$ cat src/rtl/pipeline_ctrl_pkg.sv
// Shared types and constants for the pipeline hazard controller.
// Consumers: pipeline_hazard_ctrl and hazard_mem_wait_fsm.
package pipeline_ctrl_pkg;

    typedef enum logic [1:0] {
        FWD_NONE = 2'b00,
        FWD_WB   = 2'b01,
        FWD_MEM  = 2'b10
    } ForwardSel;

    typedef enum logic [1:0] {
        IDLE  = 2'b00,
        WAIT  = 2'b01,
        FAULT = 2'b10
    } MemWaitState;

    localparam logic [2:0] RESULT_SRC_LOAD = 3'b001;

    // Memory stage wins over Writeback; x0 never forwards.
    function automatic ForwardSel fwd_select(
        input logic [4:0] rs,
        input logic [4:0] rd_m,
        input logic       we_m,
        input logic [4:0] rd_w,
        input logic       we_w
    );
        if (we_m && (rd_m != 5'd0) && (rd_m == rs)) return FWD_MEM;
        if (we_w && (rd_w != 5'd0) && (rd_w == rs)) return FWD_WB;
        return FWD_NONE;
    endfunction

    function automatic logic [31:0] sat_inc(input logic [31:0] value);
        return (value == 32'hFFFF_FFFF) ? value : value + 32'd1;
    endfunction

endpackage

$ cat src/rtl/hazard_mem_wait_fsm.sv
// Data-memory wait-state tracker: raises a combinational stall while an access
// is outstanding and latches a sticky fault once the wait exceeds TIMEOUT_CYCLES.
module hazard_mem_wait_fsm
    import pipeline_ctrl_pkg::*;
#(
    parameter int TIMEOUT_CYCLES = 64,
    parameter int CNT_W          = 7
) (
    input  logic iClk,
    input  logic iRst,
    input  logic iMemReqM,
    input  logic iMemReadyM,
    output logic oMemStall,
    output logic oMemFault
);

    MemWaitState            state_q, state_d;
    logic       [CNT_W-1:0] cnt_q, cnt_d;

    always_ff @(posedge iClk or posedge iRst) begin
        if (iRst) begin
            state_q <= IDLE;
            cnt_q   <= '0;
        end else begin
            state_q <= state_d;
            cnt_q   <= cnt_d;
        end
    end

    // A ready response in the same cycle never stalls, so the stall is decoded from inputs.
    always_comb begin
        state_d   = state_q;
        cnt_d     = cnt_q;
        oMemStall = 1'b0;
        unique case (state_q)
            IDLE: begin
                if (iMemReqM && !iMemReadyM) begin
                    state_d   = WAIT;
                    cnt_d     = CNT_W'(1);
                    oMemStall = 1'b1;
                end
            end
            WAIT: begin
                if (iMemReadyM) begin
                    state_d = IDLE;
                    cnt_d   = '0;
                end else begin
                    oMemStall = 1'b1;
                    if (cnt_q == CNT_W'(TIMEOUT_CYCLES)) begin
                        state_d = FAULT;
                    end else begin
                        cnt_d = cnt_q + CNT_W'(1);
                    end
                end
            end
            FAULT: begin
                oMemStall = 1'b1;
            end
            default: begin
                state_d = IDLE;
                cnt_d   = '0;
            end
        endcase
    end

    assign oMemFault = (state_q == FAULT);

endmodule

$ cat src/rtl/pipeline_hazard_ctrl.sv
// Hazard/stall scheduler for the five-stage RV32I pipeline.
// Optional macro HAZARD_STATS_EN adds saturating stall/flush/load-use counters.
module pipeline_hazard_ctrl
    import pipeline_ctrl_pkg::*;
#(
    parameter int TIMEOUT_CYCLES = 64,
    parameter int CNT_W          = 7
) (
    input  logic        iClk,
    input  logic        iRst,
    input  logic [4:0]  iRs1D,
    input  logic [4:0]  iRs2D,
    input  logic [4:0]  iRs1E,
    input  logic [4:0]  iRs2E,
    input  logic [4:0]  iRdE,
    input  logic [2:0]  iResultSrcE,
    input  logic        iPCSrcE,
    input  logic [4:0]  iRdM,
    input  logic        iRegWriteM,
    input  logic        iMemReqM,
    input  logic        iMemReadyM,
    input  logic [4:0]  iRdW,
    input  logic        iRegWriteW,
    output logic [1:0]  oForwardAE,
    output logic [1:0]  oForwardBE,
    output logic        oStallF,
    output logic        oStallD,
    output logic        oStallE,
    output logic        oStallM,
    output logic        oFlushD,
    output logic        oFlushE,
    output logic        oBubbleW,
`ifdef HAZARD_STATS_EN
    output logic [31:0] oStallCycles,
    output logic [31:0] oFlushCount,
    output logic [31:0] oLoadUseCount,
`endif
    output logic        oMemFault
);

    logic      mem_stall;
    logic      load_use;
    logic      load_use_win;
    ForwardSel fwd_a, fwd_b;

    hazard_mem_wait_fsm #(
        .TIMEOUT_CYCLES (TIMEOUT_CYCLES),
        .CNT_W          (CNT_W)
    ) u_mem_wait (
        .iClk       (iClk),
        .iRst       (iRst),
        .iMemReqM   (iMemReqM),
        .iMemReadyM (iMemReadyM),
        .oMemStall  (mem_stall),
        .oMemFault  (oMemFault)
    );

    always_comb begin
        fwd_a    = fwd_select(iRs1E, iRdM, iRegWriteM, iRdW, iRegWriteW);
        fwd_b    = fwd_select(iRs2E, iRdM, iRegWriteM, iRdW, iRegWriteW);
        load_use = (iResultSrcE == RESULT_SRC_LOAD) && (iRdE != 5'd0)
                   && ((iRdE == iRs1D) || (iRdE == iRs2D));
    end

    // Priority: memory stall freezes everything, then redirect, then load-use bubble.
    always_comb begin
        oForwardAE   = 2'b00;
        oForwardBE   = 2'b00;
        oStallF      = 1'b0;
        oStallD      = 1'b0;
        oStallE      = 1'b0;
        oStallM      = 1'b0;
        oFlushD      = 1'b0;
        oFlushE      = 1'b0;
        oBubbleW     = 1'b0;
        load_use_win = 1'b0;
        if (!iRst) begin
            oForwardAE = fwd_a;
            oForwardBE = fwd_b;
            if (mem_stall) begin
                oStallF  = 1'b1;
                oStallD  = 1'b1;
                oStallE  = 1'b1;
                oStallM  = 1'b1;
                oBubbleW = 1'b1;
            end else if (iPCSrcE) begin
                oFlushD = 1'b1;
                oFlushE = 1'b1;
            end else if (load_use) begin
                oStallF      = 1'b1;
                oStallD      = 1'b1;
                oFlushE      = 1'b1;
                load_use_win = 1'b1;
            end
        end
    end

`ifdef HAZARD_STATS_EN
    logic [31:0] stall_cycles_q, stall_cycles_d;
    logic [31:0] flush_count_q, flush_count_d;
    logic [31:0] load_use_count_q, load_use_count_d;

    always_comb begin
        stall_cycles_d   = stall_cycles_q;
        flush_count_d    = flush_count_q;
        load_use_count_d = load_use_count_q;
        if (oStallF || oStallD || oStallE || oStallM) stall_cycles_d = sat_inc(stall_cycles_q);
        if (oFlushE) flush_count_d = sat_inc(flush_count_q);
        if (load_use_win) load_use_count_d = sat_inc(load_use_count_q);
    end

    always_ff @(posedge iClk or posedge iRst) begin
        if (iRst) begin
            stall_cycles_q   <= '0;
            flush_count_q    <= '0;
            load_use_count_q <= '0;
        end else begin
            stall_cycles_q   <= stall_cycles_d;
            flush_count_q    <= flush_count_d;
            load_use_count_q <= load_use_count_d;
        end
    end

    assign oStallCycles  = stall_cycles_q;
    assign oFlushCount   = flush_count_q;
    assign oLoadUseCount = load_use_count_q;
`endif

endmodule

$ cat config.mk
export PLATFORM = sky130hd
export DESIGN_NAME = pipeline_hazard_ctrl
export DESIGN_NICKNAME = d
export VERILOG_FILES = /design/src/rtl/pipeline_ctrl_pkg.sv /design/src/rtl/hazard_mem_wait_fsm.sv /design/src/rtl/pipeline_hazard_ctrl.sv
export SDC_FILE = /design/constraint.sdc
export NUM_CORES = 1
export LEC_CHECK = 0
export ABC_AREA = 1
export BUFFER_PORTS_ARGS = -buffer_cell sky130_fd_sc_hd__buf_2
export CORE_UTILIZATION = 40
export CTS_BUF_LIST = sky130_fd_sc_hd__clkbuf_4
export DETAILED_ROUTE_END_ITERATION = 7
export MAX_ROUTING_LAYER = met4
export PLACE_DENSITY = 0.71
export SLEW_MARGIN = 40
export SYNTH_ARGS = -nofsm -noshare
export SYNTH_HDL_FRONTEND = slang
export SYNTH_SLANG_ARGS = --single-unit
$ cat constraint.sdc
create_clock -name iClk -period 3.43 [get_ports iClk]
set_input_delay 0.1715 -clock iClk [delete_from_list [all_inputs] [get_ports iClk]]
set_output_delay 0.1715 -clock iClk [all_outputs]
set_load 0.01 [all_outputs]
=== Word level (Yosys, flattened, before mapping) ===
Cells that the tools add are included.

* Bits in registers: 9
* Bits of input ports: 45
* Output and inout bits: 12
* Logic and storage cells: 73

* Add/sub/neg operators: 1
* Eq/ne operators: 13
* Muxes and demuxes: 39
* Bitwise gates (word level): 1
* Reductions and logical operators: 17

{| class="wikitable"
|+ Operators with widths
! operator !! number
|-
| $eq 5x5->1 || 6
|-
| $mux 2 || 13
|-
| $mux 7 || 3
|-
| $pmux 7 s3 || 1
|-
| $mux 1 || 20
|-
| $reduce_bool 5->1 || 3
|-
| $logic_and 1x1->1 || 9
|-
| $add 7x1->7 const B || 1
|-
| $eq 7x7->1 const B || 1
|-
| $pmux 2 s3 || 1
|-
| $reduce_and 3->1 || 2
|-
| $eq 3x1->1 const B || 1
|-
| $ne 3x2->1 const B || 1
|-
| $ne 3x3->1 const B || 1
|-
| $pmux 1 s3 || 1
|-
| $eq 2x1->1 const B || 1
|-
| $eq 2x2->1 const B || 1
|-
| $logic_not 2->1 || 1
|-
| $ne 2x1->1 const B || 1
|-
| $logic_not 1->1 || 1
|-
| $logic_or 1x1->1 || 1
|-
| $not 1->1 || 1
|}

=== Depth between registers and ports, before layout ===
Gate-level depths: netlist of the first run.

* Depth after elaboration: 8
* Mapped depth: 9
* Mapped depth without buffers: 8

=== Hierarchy ===
A second synthesis of the first run with hierarchy kept.

* Cell total of the unflattened synthesis: 201
* Area, all modules: 1223.7 um^2

{| class="wikitable"
|+ By module, submodules not included
! module !! instances !! cells an instance !! area an instance (um^2) !! seq. area each (um^2)
|-
| hazard_mem_wait_fsm || 1 || 82 || 625.6 || 225.2
|-
| pipeline_hazard_ctrl || 1 || 119 || 598.1 || 0.0
|}

=== Worst setup path after synthesis of the first run ===
No wires, ideal clock.

* Path type: register -> output
* Start point: register u_mem_wait.state_q[1]
* End point: output oStallF
* Arrival time: 1266 ps
* Required time: 3259 ps
* Slack: 1992 ps
* Stages on the path, launching flop included: 7
* Path buffers: 1
* Cells stage by stage: dfrtp_1 nor2_1 o21ai_0 nor2_1 inv_1 nand2_1 buf_4

* Longest elaborated chain between the ends: 4
* Elaborated cells on any way between the ends: 6
* Those cells by class: 2 x eq/ne; 3 x mux; 1 x reduce/logical

{| class="wikitable"
|+ RTL lines
! what !! line !! RTL
|-
| start, declared || hazard_mem_wait_fsm.sv:17 || <nowiki>MemWaitState state_q, state_d;</nowiki>
|-
| start signal, assigned || hazard_mem_wait_fsm.sv:25 || <nowiki>state_q <= state_d;</nowiki>
|-
| $eq 2x2->1 (tied with other cells) || hazard_mem_wait_fsm.sv:35 || <nowiki>unique case (state_q)</nowiki>
|-
| $pmux 1 s3 * || hazard_mem_wait_fsm.sv:35 ||
|-
| $mux 1 * (2 in a row) || - ||
|-
| end, declared || pipeline_hazard_ctrl.sv:26 || <nowiki>output logic oStallF,</nowiki>
|}

Mark *: on every way between the ends. The rest lies on a longest branch, timed or not.

=== Final worst setup path of the first run ===
* Start point: input iRst
* End point: output oForwardAE[0]

* Longest elaborated chain between the ends: 1

{| class="wikitable"
|+ RTL lines
! what !! line !! RTL
|-
| start, declared || pipeline_hazard_ctrl.sv:10 || <nowiki>input logic iRst,</nowiki>
|-
| $mux 2 || pipeline_hazard_ctrl.sv:77 || <nowiki>if (!iRst) begin</nowiki>
|-
| end, declared || pipeline_hazard_ctrl.sv:24 || <nowiki>output logic [1:0] oForwardAE,</nowiki>
|}

No other way between the ends.

==> flow_summary_export.csv, run 1 <==
group,metric,value,unit
drt,drc,0,
timing,rsz0062_at_grt,"no",
worst_setup_path,worstPathRequired,3.26,ns
power,peakVddDrop,142,µV
clock_tree,cts_tree,"done",
global_routing,grt_pass1_vias,1182,
timing,fin_crit_sh,57.1,%
final_layout,n_antenna_cell,0,
final_layout,syn_to_final_growth,29.0,%
die,die_area,3120,µm²
place,gp_congestion,0.893,
global_routing,grt_use_total,19.1,%
worst_setup_path,crit_type,"primary input to output port",
timing,fin_crit,1.96,ns
drt,detail-route-antenna-nets,0,
drt,route.detailed.vias_per_inst,4.78,
timing,holdWs,0.210,ns
power,leakagePower,0.871,nW
clock_tree,clkLatencyLatePin,0.27,ns
die,rows,19,
worst_setup_path,critPathArrivalTime,1.79,ns
worst_setup_path,end_kind,"output port",
drt,drt_iter0_markers,50,
place,io_buffer_count,56,
timing,fmax,511,MHz
die,coreArea,2760,µm²
drt,top_layer,"met4",
worst_setup_path,worst-path-max-fanout,11,
timing,max_slew_margin,74.7,%
timing,skew,0.00522,ns
drt,wl_met1,1.31,mm
final_layout,final_common_cell,"buf_2",
synth,ys_seq_area_share,19.4,%
die,initial_core_util,42.1,%
clock_tree,hold_buffers,1,
synth,synth_compound_area_share,9.81,%
drt,met2_wirelength,1.28,mm
clock_tree,clockBufferDepth,2,
final_layout,fin_nets,302,
timing,final_hold_viol_count,0,
timing,fin_setup_tns,0,ns
synth,synthSimpleGateAreaFrac,40.0,%
synth,yosysWarnings,0,
clock_tree,cts_max_level,1,
final_layout,drive_above_1_share,26.4,%
worst_setup_path,cp-start-kind,"primary input",
global_routing,grt_max_degree,12,
drt,wl_met3,170,µm
synth,synth_xor_area_share,15.1,%
timing,final.setup.worst_slack,1.47,ns
timing,setup-violations-final,0,
final_layout,final_cells,285,
clock_tree,cts.clk_slew.worst_paths,0.05,ns
synth,yosys.area_share.adder,2.16,%
synth,synth_area_per_cell,5.92,µm²
final_layout,layout_common_cells,"buf_2, nand2_1, inv_1",
global_routing,grt_pass1_wl,4.66,mm
synth,syn_inst,196,
place,dp_cells,280,
die,io_pins,57,
clock_tree,clockRootBuffer,"clkbuf_4",
worst_hold_path,hp-class,"primary input to flip-flop",
synth,ys_ff_latch,9,
synth,ys_types,23,
drt,routedWlPerCell,9.85,µm
clock_tree,cts_buffers,3,
timing,worstMarginPinSlew,0.378,ns
synth,syn_nets,243,
drt,dr.pass1.iters,4,
place,place_ws,1.99,ns
status,status,"complete, no violations",
power,power.density,197,nW/µm²
drt,routed_wl,2.81,mm
global_routing,antenna_found_initial,0,
die,die_h,55.9,µm
synth,synthMuxAreaShare,0,%
global_routing,gr-total-overflow,0,
clock_tree,cts_resized,0,
job,cap_violations,0,
synth,synth_top_family_by_area,"simple AND/OR/NAND/NOR gates",
place,place_hpwl,2.43,mm
die,fp.dieW,55.9,µm
synth,synth_area,1160,µm²
clock_tree,clock-sinks,9,
timing,maxSlewViolCount,0,
drt,vias,1363,
clock_tree,cts_setup_buffers,0,
cells in the mapped netlist:
library cell  instances  area [µm²]
inv_1                35         131
nor2_1               29         109
o21ai_1               4        20.0
buf_4                 3        22.5
nor4_1                2        12.5
xnor2_1              19         166
nand2_4               1        11.3
a21oi_1               4        20.0
nand4_1               7        43.8
nand2_1              43         161
ha_1                  2        25.0
a21oi_2               1        8.76
nand2_2               3        18.8
o21ai_2               1        8.76
a32o_1                1        10.0
dfrtp_1               9         225
nor3_1                2        10.0
o22ai_1               1        6.26
nand3_1              18        90.1
o21ai_0               8        40.0
nor3b_1               1        7.51
inv_2                 1        3.75
xor2_1                1        8.76
power by group:
| group | switching [mW] | internal (mW) |
|---|---|---|
| clock | 0.0370 | 0.0527 |
| sequential | 0 | 0.106 |
| combinational | 0.0508 | 0.0478 |
sequential cells by signal, indices dropped and copies added, names as in the netlist:
register and flops:
u_mem_wait.state_q 2, u_mem_wait.cnt_q 7
per-layer routing:
metal | track usage, % | vias up
li1 | - | 735
met1 | 24.7 | 564
met2 | 31.0 | 59
met3 | 2.09 | 5
met4 | 6.97 | 0
met5 | - | -
area by class of cell:
type / instances / area [µm²]
Inverter: 36 / 135
Sequential cell: 9 / 225
Clock buffer: 4 / 30.0
Tap cell: 31 / 38.8
Multi-Input combinational cell: 148 / 778
Timing Repair Buffer: 57 / 290
Fill cell: 287 / 1260
path summary, 6_finish.rpt:
kind / startpoint / to / slack (ns) / depth (start not counted)
setup / recovery: iRst / oForwardAE[0] / 1.47 / 8
hold / removal: iMemReqM / u_mem_wait.state_q[0] / 0.21 / 2
setup reg to reg: u_mem_wait.cnt_q[0] / u_mem_wait.cnt_q[0] / 2.04 / 7
hold reg to reg: u_mem_wait.state_q[0] / u_mem_wait.state_q[1] / 0.55 / 1
max in group asynchronous: iRst / u_mem_wait.cnt_q[0] / 2.69 / 3
min in group asynchronous: iRst / u_mem_wait.cnt_q[5] / 0.47 / 3
kinds of logic (layout without fill, tap and decap cells):
| group | after synthesis | after routing |
|---|---|---|
| flip-flops | 9 | 9 |
| XOR/XNOR | 20 | 20 |
| AO/OA/AOI/OAI | 20 | 20 |
| buffers and inverters | 39 | 97 |
| adder cells (fa/ha/maj) | 2 | 2 |
| AND/OR/NAND/NOR | 106 | 106 |
worst max-delay path, cell delays in order:
cell           delay [ns]
dlygate4sd3_1        0.53
buf_2                0.15
inv_1                0.30
o21ai_0              0.15
a21oi_1              0.14
nand3_1              0.09
a21oi_1              0.11
buf_2                0.14
through the flow:
stage	power (mW)	utilization [%]	area, µm²
2_1_floorplan	0.162	-	1160
3_3_place_gp	0.206	52.9	1460
3_5_place_dp	0.207	52.9	1460
4_1_cts	0.296	54.3	1500
5_1_grt	0.314	54.3	1500
6_report	0.294	54.3	1500
Power figures use the tool's default switching activity.
==> run 2: changes to the inputs <==
--- a/config.mk
+++ b/config.mk
@@ -11,7 +11,7 @@
 export CTS_BUF_LIST = sky130_fd_sc_hd__clkbuf_4
 export DETAILED_ROUTE_END_ITERATION = 7
 export MAX_ROUTING_LAYER = met4
-export PLACE_DENSITY = 0.71
+export PLACE_DENSITY = 0.74
 export SLEW_MARGIN = 40
 export SYNTH_ARGS = -nofsm -noshare
 export SYNTH_HDL_FRONTEND = slang
==> constraint.sdc (replaced) <==
create_clock -name iClk -period 1.8 [get_ports iClk]
set_input_delay 0.09 -clock iClk [delete_from_list [all_inputs] [get_ports iClk]]
set_output_delay 0.09 -clock iClk [all_outputs]
set_load 0.01 [all_outputs]
==> run 2 against run 1 <==
  * Global-route usage grew 0.66 points
  * Combinational power is 95% higher
  * Clock skew is 0.0045 ns lower
  * Core utilization is 0.27 points higher
  * Critical path type is now flip-flop to output port
  * Critical endpoint is now oFlushE
  * Largest cell class unchanged
  * Highest routed layer unchanged
==> flow_summary_export.csv, run 2 (synthesis gave the netlist of run 1 again) <==
group,metric,value,unit
worst_setup_path,cpMostUsedCell,"nand2_1",
clock_tree,clkLatencyLatePin,0.27,ns
worst_setup_path,worstPathRequired,1.71,ns
die,die_h,55.9,µm
power,p_total,0.568,mW
global_routing,grt_pass1_wl,4.88,mm
worst_setup_path,r2r_setup_slack,0.40,ns
die,coreArea,2760,µm²
place,io_buffer_count,56,
timing,fin_crit,1.61,ns
power,power.density,378,nW/µm²
final_layout,regMostFlops,"u_mem_wait.cnt_q",
worst_setup_path,worst-path-max-fanout,5,
worst_setup_path,critPathSlowestCell,"dfrtp_1",
worst_hold_path,hp-class,"primary input to flip-flop",
timing,worstMarginPinSlew,0.364,ns
die,io_pins,57,
die,die_area,3120,µm²
drt,dr.pass1.iters,4,
place,gp_congestion,0.861,
power,peakVddDrop,366,µV
final_layout,syn_to_final_growth,29.6,%
worst_setup_path,end_kind,"output port",
status,status,"complete, no violations",
clock_tree,hold_buffers,1,
place,place_hpwl,2.40,mm
die,fp.dieW,55.9,µm
drt,routedWlPerCell,9.81,µm
worst_setup_path,crit_chain,"nor2_1 > nand2_1 > o21ai_0 > inv_1 > nor2_1 > nand2_1 > nand2_1 > buf_2",
global_routing,antenna_found_initial,0,
timing,max_slew_margin,75.6,%
place,postPlaceCellArea,1470,µm²
timing,final.setup.worst_slack,0.188,ns
drt,detail-route-antenna-nets,0,
final_layout,drive_above_1_share,26.7,%
job,cap_violations,0,
timing,fin_setup_tns,0,ns
timing,maxSlewViolCount,0,
final_layout,n_antenna_cell,0,
clock_tree,clockRootBuffer,"clkbuf_4",
worst_setup_path,critPathMaxStageDelay,0.42,ns
final_layout,layout_common_cells,"buf_2, nand2_1, inv_1",
final_layout,final_common_cell,"buf_2",
global_routing,gr-total-overflow,0,
global_routing,grt_use_total,19.7,%
clock_tree,cts_tree,"done",
final_layout,stdcell_area,1510,µm²
final_layout,fin_nets,303,
global_routing,grt_max_degree,10,
clock_tree,cts_max_level,1,
final_layout,reg_top3,"u_mem_wait.cnt_q x7, u_mem_wait.state_q x2",
worst_setup_path,cp-start-kind,"flip-flop",
die,rows,19,
timing,fin_crit_sh,89.6,%
place,place_ws,0.434,ns
drt,drc,0,
timing,setup-violations-final,0,
timing,fmax,620,MHz
clock_tree,cts_buffers,3,
clock_tree,cts.clk_slew.worst_paths,0.06,ns
clock_tree,clockBufferDepth,2,
drt,route.detailed.vias_per_inst,4.87,
drt,routed_wl,2.81,mm
clock_tree,cts_setup_buffers,0,
die,initial_core_util,42.1,%
power,leakagePower,0.875,nW
worst_setup_path,crit_type,"flip-flop to output port",
global_routing,grt_pass1_vias,1247,
clock_tree,cts_resized,0,
timing,final_hold_viol_count,0,
drt,vias,1393,
clock_tree,clock-sinks,9,
final_layout,largest_register_ffs,7,
timing,rsz0062_at_grt,"no",
timing,skew,0.000733,ns
worst_setup_path,critPathArrivalTime,1.52,ns
drt,drt_iter0_markers,44,
## run 2: cell types whose count changed in the layout (fill, tap and decap cells not counted)
cell and change:
buf_4 +1
## run 2: path summary, 6_finish.rpt
check / from / to / depth (start not counted)
setup / recovery: u_mem_wait.state_q[1] / oFlushE / 8
hold / removal: iMemReadyM / u_mem_wait.cnt_q[6] / 4
setup reg to reg: u_mem_wait.cnt_q[0] / u_mem_wait.cnt_q[0] / 7
hold reg to reg: u_mem_wait.state_q[0] / u_mem_wait.state_q[1] / 1
max in group asynchronous: iRst / u_mem_wait.cnt_q[3] / 4
min in group asynchronous: iRst / u_mem_wait.state_q[0] / 4
## run 2: critical path, delay by kind of cell (launching register included)
family,cells,cell delay (ns)
simple gates,5,0.56
compound gates,1,0.10
flops,1,0.42
buf+inv,2,0.18
## run 2: where the power goes
part	switching [mW]	leakage, nW	internal [mW]	total [mW]
clock network	0.0733	0.0184	0.101	0.174
logic	0.0994	0.736	0.0926	0.192
registers	0	0.121	0.202	0.202
## run 2: metal layers
metal  vias up  routed length (µm)  GRT usage (%)
li1        735                   -              -
met1       608                1250           23.5
met2        43                1370           33.7
met3         7                 155           4.65
met4         0                  32           4.88
met5         -                   0              -
## run 2: stage by stage
stage | hold WS, ns | utilization [%] | std cells
CTS | 0.125 | 54.6 | 286
global route | 0.144 | 54.6 | 286
detailed placement | 0.178 | 53.1 | 281
finish | 0.124 | 54.6 | 286
floorplan | -0.0706 | - | 196
global placement | 0.179 | 53.1 | 281
## run 2: area by class of cell
type	instances	area, µm²
repair buffers	58	298
fillers	297	1250
clock buffers	4	30.0
flip-flops and latches	9	225
inverters	36	135
multi-input cells	148	778
well taps	31	38.8
